$ cat src/rtl/flex_stp_pkg.sv
// Shared constants for the flex_stp_deser serial-to-parallel deserialiser.
// Covers idle line level, default word width and bit-stuffing run length.
package flex_stp_pkg;

   localparam int DEFAULT_SIZE = 8;

   // A receive line idles high, so flushed registers read back as all ones.
   localparam logic IDLE_BIT = 1'b1;

   // After this many consecutive accepted ones the transmitter inserts a stuff bit.
   localparam int STUFF_RUN_LEN = 6;
   localparam int RUN_W         = $clog2(STUFF_RUN_LEN + 1);

   typedef logic [RUN_W-1:0] run_cnt_t;

endpackage

$ cat src/rtl/flex_counter.sv
// Counter 0..rollover_val, wraps to 0; rollover_flag is registered and high while count_out == rollover_val.
// Single-cycle update per enabled edge; no backpressure, clear has priority over count_enable.
module flex_counter #(
   parameter int NUM_CNT_BITS = 4
) (
   input  logic                    clk,
   input  logic                    n_rst,
   input  logic                    clear,
   input  logic                    count_enable,
   input  logic [NUM_CNT_BITS-1:0] rollover_val,
   output logic [NUM_CNT_BITS-1:0] count_out,
   output logic                    rollover_flag
);

   logic [NUM_CNT_BITS-1:0] next_count;

   always_comb begin
      next_count = count_out;
      if (clear) begin
         next_count = '0;
      end else if (count_enable) begin
         if (count_out == rollover_val) begin
            next_count = '0;
         end else begin
            next_count = count_out + 1'b1;
         end
      end
   end

   always_ff @(posedge clk or negedge n_rst) begin
      if (!n_rst) begin
         count_out     <= '0;
         rollover_flag <= 1'b0;
      end else begin
         count_out     <= next_count;
         rollover_flag <= (next_count == rollover_val);
      end
   end

endmodule

$ cat src/rtl/flex_stp_deser.sv
// Serial-to-parallel deserialiser: word framing by bit counter, valid/ack holding register, sticky overrun.
// Zero added latency (word visible after the SIZE-th bit edge); no backpressure, unacked words are overwritten. Optional unstuffing under FLEX_STP_UNSTUFF_EN.
module flex_stp_deser
   import flex_stp_pkg::*;
#(
   parameter int SIZE  = DEFAULT_SIZE,
   parameter bit MSB   = 1'b1,
   localparam int CNT_W = ($clog2(SIZE) > 1) ? $clog2(SIZE) : 1
) (
   input  logic             clk,
   input  logic             n_rst,
   input  logic             shift_enable,
   input  logic             serial_in,
   input  logic             clear,
   input  logic             rd_ack,
   output logic [SIZE-1:0]  parallel_out,
   output logic             word_valid,
   output logic             overrun,
   output logic [CNT_W-1:0] bit_count,
   output logic             stuff_err
);

   localparam logic [SIZE-1:0]  IDLE_WORD = {SIZE{IDLE_BIT}};
   localparam logic [CNT_W-1:0] LAST_BIT  = CNT_W'(SIZE - 1);

   logic [SIZE-1:0] sr;
   logic [SIZE-1:0] sr_shifted;
   logic            accept;
   logic            last_bit;
   logic            complete;

   always_comb begin
      if (MSB) begin
         sr_shifted = {sr[SIZE-2:0], serial_in};
      end else begin
         sr_shifted = {serial_in, sr[SIZE-1:1]};
      end
   end

`ifdef FLEX_STP_UNSTUFF_EN
   run_cnt_t run_cnt;
   logic     stuff_bit;

   // The bit following a full run of ones is the transmitter's stuff bit, never data.
   assign stuff_bit = (run_cnt == RUN_W'(STUFF_RUN_LEN));
   assign accept    = shift_enable & ~stuff_bit;

   always_ff @(posedge clk or negedge n_rst) begin
      if (!n_rst) begin
         run_cnt   <= '0;
         stuff_err <= 1'b0;
      end else if (clear) begin
         run_cnt   <= '0;
         stuff_err <= 1'b0;
      end else begin
         stuff_err <= 1'b0;
         if (shift_enable) begin
            if (stuff_bit) begin
               run_cnt   <= '0;
               stuff_err <= serial_in;
            end else if (serial_in) begin
               run_cnt <= run_cnt + 1'b1;
            end else begin
               run_cnt <= '0;
            end
         end
      end
   end
`else
   assign accept    = shift_enable;
   assign stuff_err = 1'b0;
`endif

   flex_counter #(
      .NUM_CNT_BITS (CNT_W)
   ) u_bit_cnt (
      .clk           (clk),
      .n_rst         (n_rst),
      .clear         (clear),
      .count_enable  (accept),
      .rollover_val  (LAST_BIT),
      .count_out     (bit_count),
      .rollover_flag (last_bit)
   );

   assign complete = accept & last_bit;

   always_ff @(posedge clk or negedge n_rst) begin
      if (!n_rst) begin
         sr           <= IDLE_WORD;
         parallel_out <= IDLE_WORD;
         word_valid   <= 1'b0;
         overrun      <= 1'b0;
      end else if (clear) begin
         sr           <= IDLE_WORD;
         parallel_out <= IDLE_WORD;
         word_valid   <= 1'b0;
         overrun      <= 1'b0;
      end else begin
         if (accept) begin
            sr <= sr_shifted;
         end
         if (complete) begin
            parallel_out <= sr_shifted;
            word_valid   <= 1'b1;
            // An ack on the completion edge consumes the old word, so no data is lost.
            if (word_valid && !rd_ack) begin
               overrun <= 1'b1;
            end
         end else if (rd_ack) begin
            word_valid <= 1'b0;
         end
      end
   end

endmodule

$ cat config.mk
export PLATFORM = sky130hd
export DESIGN_NAME = flex_stp_deser
export DESIGN_NICKNAME = d
export VERILOG_FILES = /design/src/rtl/flex_stp_pkg.sv /design/src/rtl/flex_counter.sv /design/src/rtl/flex_stp_deser.sv
export SDC_FILE = /design/constraint.sdc
export NUM_CORES = 1
export LEC_CHECK = 0
export CAP_MARGIN = 10
export CORE_ASPECT_RATIO = 0.5
export CORE_MARGIN = 1
export CORE_UTILIZATION = 30
export CTS_BUF_LIST = sky130_fd_sc_hd__clkbuf_4
export DETAILED_ROUTE_END_ITERATION = 12
export SKIP_CTS_REPAIR_TIMING = 1
export SLEW_MARGIN = 5
export SYNTH_ARGS = -nofsm -noshare
export SYNTH_HDL_FRONTEND = slang
export SYNTH_SLANG_ARGS = --single-unit
$ cat constraint.sdc
create_clock -name clk -period 1.8 [get_ports clk]
set_clock_uncertainty 0.05 [all_clocks]
set_input_delay 0.54 -clock clk [delete_from_list [all_inputs] [get_ports clk]]
set_output_delay 0.54 -clock clk [all_outputs]
set_load 0.03 [all_outputs]
==> impl_metrics.py <==
metrics = {
    "layout": {
        "finalNonFillerCells": 137,
        "layout_common_cells": "a211o_1, dfstp_2, buf_4",
        "fin_nets": 106,
        "drive_gt1_frac": 0.3299,
        "areaGrowthSynthToFinish_pct": 28.57,
        "n_antenna_cell": 0,
        "fill_cells": 300,
        "multi_input_area_um2": 366.6,
        "regArea_um2": 544.3,
        "utilization": 0.4074,
    },
    "timing": {
        "setup_viol": 0,
        "fmaxAchievable_mhz": 582.9,
        "holdWs_ns": 0.4716,
        "layout_min_cycle_time_ns": 1.716,
        "drv_slew": 0,
        "hold_violations": 0,
        "period_share": 0.9531,
        "rsz0062_at_grt": "no",
    },
    "drt": {
        "detail-route-antenna-nets": 0,
        "vias": 648,
        "drt-pass1-iter-count": 4,
        "via_per_inst": 4.730,
        "first_iter_violations": 38,
        "routedWlPerCell_um": 12.96,
        "wl_um": 1775,
        "drc": 0,
    },
    "run_status": {
        "outcome": "finished clean",
    },
    "power_and_ir_drop": {
        "p_int_mw": 0.6434,
        "leakage_nw": 0.6123,
        "pwr-share-comb": 0.116,
        "clkPwrFrac": 0.287,
        "p_sw_frac": 0.2392,
        "p_per_area_nw_per_um2": 689.0,
        "irDropWorstVdd_v": 0.0003574,
        "power.switching_mw": 0.2022,
        "seq_power_share": 0.597,
    },
    "critical_path": {
        "path_buf_inv": 1,
        "critical_path.top_delay_family": "flip-flops",
        "cp-end-kind": "output pin",
        "crit_chain": "dlymetal6s2s_1",
        "worstPathMaxFanout": 2,
        "required_ns": 1.21,
        "rrSetupSlack_ns": 0.34,
        "cp.depth": 1,
        "worstPathArrival_ns": 1.13,
        "worst-setup-path-type": "reg -> out",
        "cpPeakStageDelay_ns": 0.54,
        "reg2reg_depth": 4,
        "slowest_stage": "dfstp_2",
        "cp-start-kind": "flop",
    },
    "run": {
        "drv_cap": 0,
    },
    "floorplan": {
        "initial_utilization": 0.3169,
        "core_um2": 3013,
        "rows": 14,
        "die_h_um": 41.89,
        "die_w_um": 81.78,
        "die_area_um2": 3426,
        "ios": 20,
    },
    "placement": {
        "dp.cells": 133,
        "portBuffers": 18,
        "gp_congestion": 0.7646,
        "hpwl_um": 1108,
    },
    "clock_tree": {
        "cts.path.max_buffers": 2,
        "htree_levels": 1,
        "cts_tree": "built",
        "root_buffer": "clkbuf_4",
        "clkLatencyLatePin_ns": 0.30,
        "clk_pin_slew_ns": 0.11,
        "clock_sinks": 21,
        "numCtsBuffers": 3,
    },
    "grt": {
        "grt_use_total": 0.1205,
        "grt_overflow": 0,
        "grt_max_degree": 22,
        "antenna_found_initial": 0,
        "grt_pass1_vias": 651,
        "grt_pass1_wl_um": 2980,
    },
    "synthesis": {
        "syn_inst": 77,
        "syn_area_um2": 954.7,
        "yosysWarnings": 0,
        "ys.flop_type": "dfstp_2",
        "synthesis.nets": 85,
        "ys_seq_elements": 21,
        "synth_edf_count": 0,
        "synth_cell_types": 23,
        "postSynthAreaPerCell_um2": 12.40,
        "synthArstFlopShare": 1.000,
        "seq_area_frac_synth": 0.5701,
    },
    "min_path": {
        "hp-class": "reg -> reg",
        "min_path_cells": 2,
    },
}
-- final timing paths --
path                                           end                    from
setup reg to reg           u_bit_cnt.rollover_flag  u_bit_cnt.count_out[0]
min in group asynchronous   u_bit_cnt.count_out[0]                   n_rst
setup / recovery                   parallel_out[3]         parallel_out[3]
hold / removal                             overrun                 overrun
max in group asynchronous          parallel_out[1]                   n_rst
hold reg to reg                            overrun                 overrun
-- state kept, by name, summed over array words and instances (netlist names) --
| signal | flops |
|---|---|
| u_bit_cnt.rollover_flag | 1 |
| overrun | 1 |
| parallel_out | 8 |
| u_bit_cnt.count_out | 3 |
| sr | 7 |
| word_valid | 1 |
-- per-stage QoR --
stage	total power, mW	TNS (ns)	worst slack, ns	cell area, um2
3_5_place_dp	0.6117	-0.05516	-0.03185	1180
6_report	0.8456	0	0.08446	1227
2_1_floorplan	0.5681	0	0.2837	954.7
5_1_grt	0.8955	0	0.02406	1227
4_1_cts	0.8653	-1.601	-0.3193	1210
3_3_place_gp	0.6113	-0.002037	-0.002037	1180
-- cell usage after synthesis (2+ instances only) --
| master | instances | area, um2 |
|---|---|---|
| dfstp_2 | 15 | 394.1 |
| a21oi_1 | 2 | 10.01 |
| nand2b_1 | 2 | 12.51 |
| and3_1 | 8 | 50.05 |
| dfrtp_1 | 6 | 150.1 |
| ha_1 | 2 | 25.02 |
| nand4b_1 | 2 | 17.52 |
| clkbuf_1 | 2 | 7.510 |
| a211o_1 | 15 | 131.4 |
| buf_4 | 3 | 22.52 |
| nor2_1 | 2 | 7.510 |
| and2b_1 | 6 | 45.04 |
| mux2i_1 | 2 | 20.02 |
-- power by group through the flow --
stage | logic, mW | registers, mW | clock network [mW]
3_3_place_gp | 0.0988 | 0.512 | 0
4_1_cts | 0.0998 | 0.505 | 0.261
6_report | 0.0982 | 0.505 | 0.243
5_1_grt | 0.109 | 0.508 | 0.279
3_5_place_dp | 0.0995 | 0.512 | 0
2_1_floorplan | 0.0504 | 0.518 | 0
-- metal layers --
metal	up-vias	wire, um	GRT usage
li1	319	-	-
met1	317	912	0.1603
met2	12	793	0.1785
met3	0	68	0.04615
met4	0	0	0.04211
met5	-	0	0
-- cells by family after synthesis --
| family | Yosys count | synth area share |
|---|---|---|
| buf+inv | 8 | 0.04586 |
| other cells | 1 | 0.003928 |
| flops | 21 | 0.5701 |
| mux | 2 | 0.02097 |
| simple gates | 24 | 0.1691 |
| compound gates | 19 | 0.1638 |
| fa+ha+maj | 2 | 0.02621 |
-- final cells by class --
class	instances	share of cell area
clock buffer	4	0.02446
inverter	1	0.003058
multi-input combinational	48	0.2987
sequential	21	0.4434
tap	40	0.04077
timing repair buffer	23	0.1896
(Power assumes the default switching activity.)
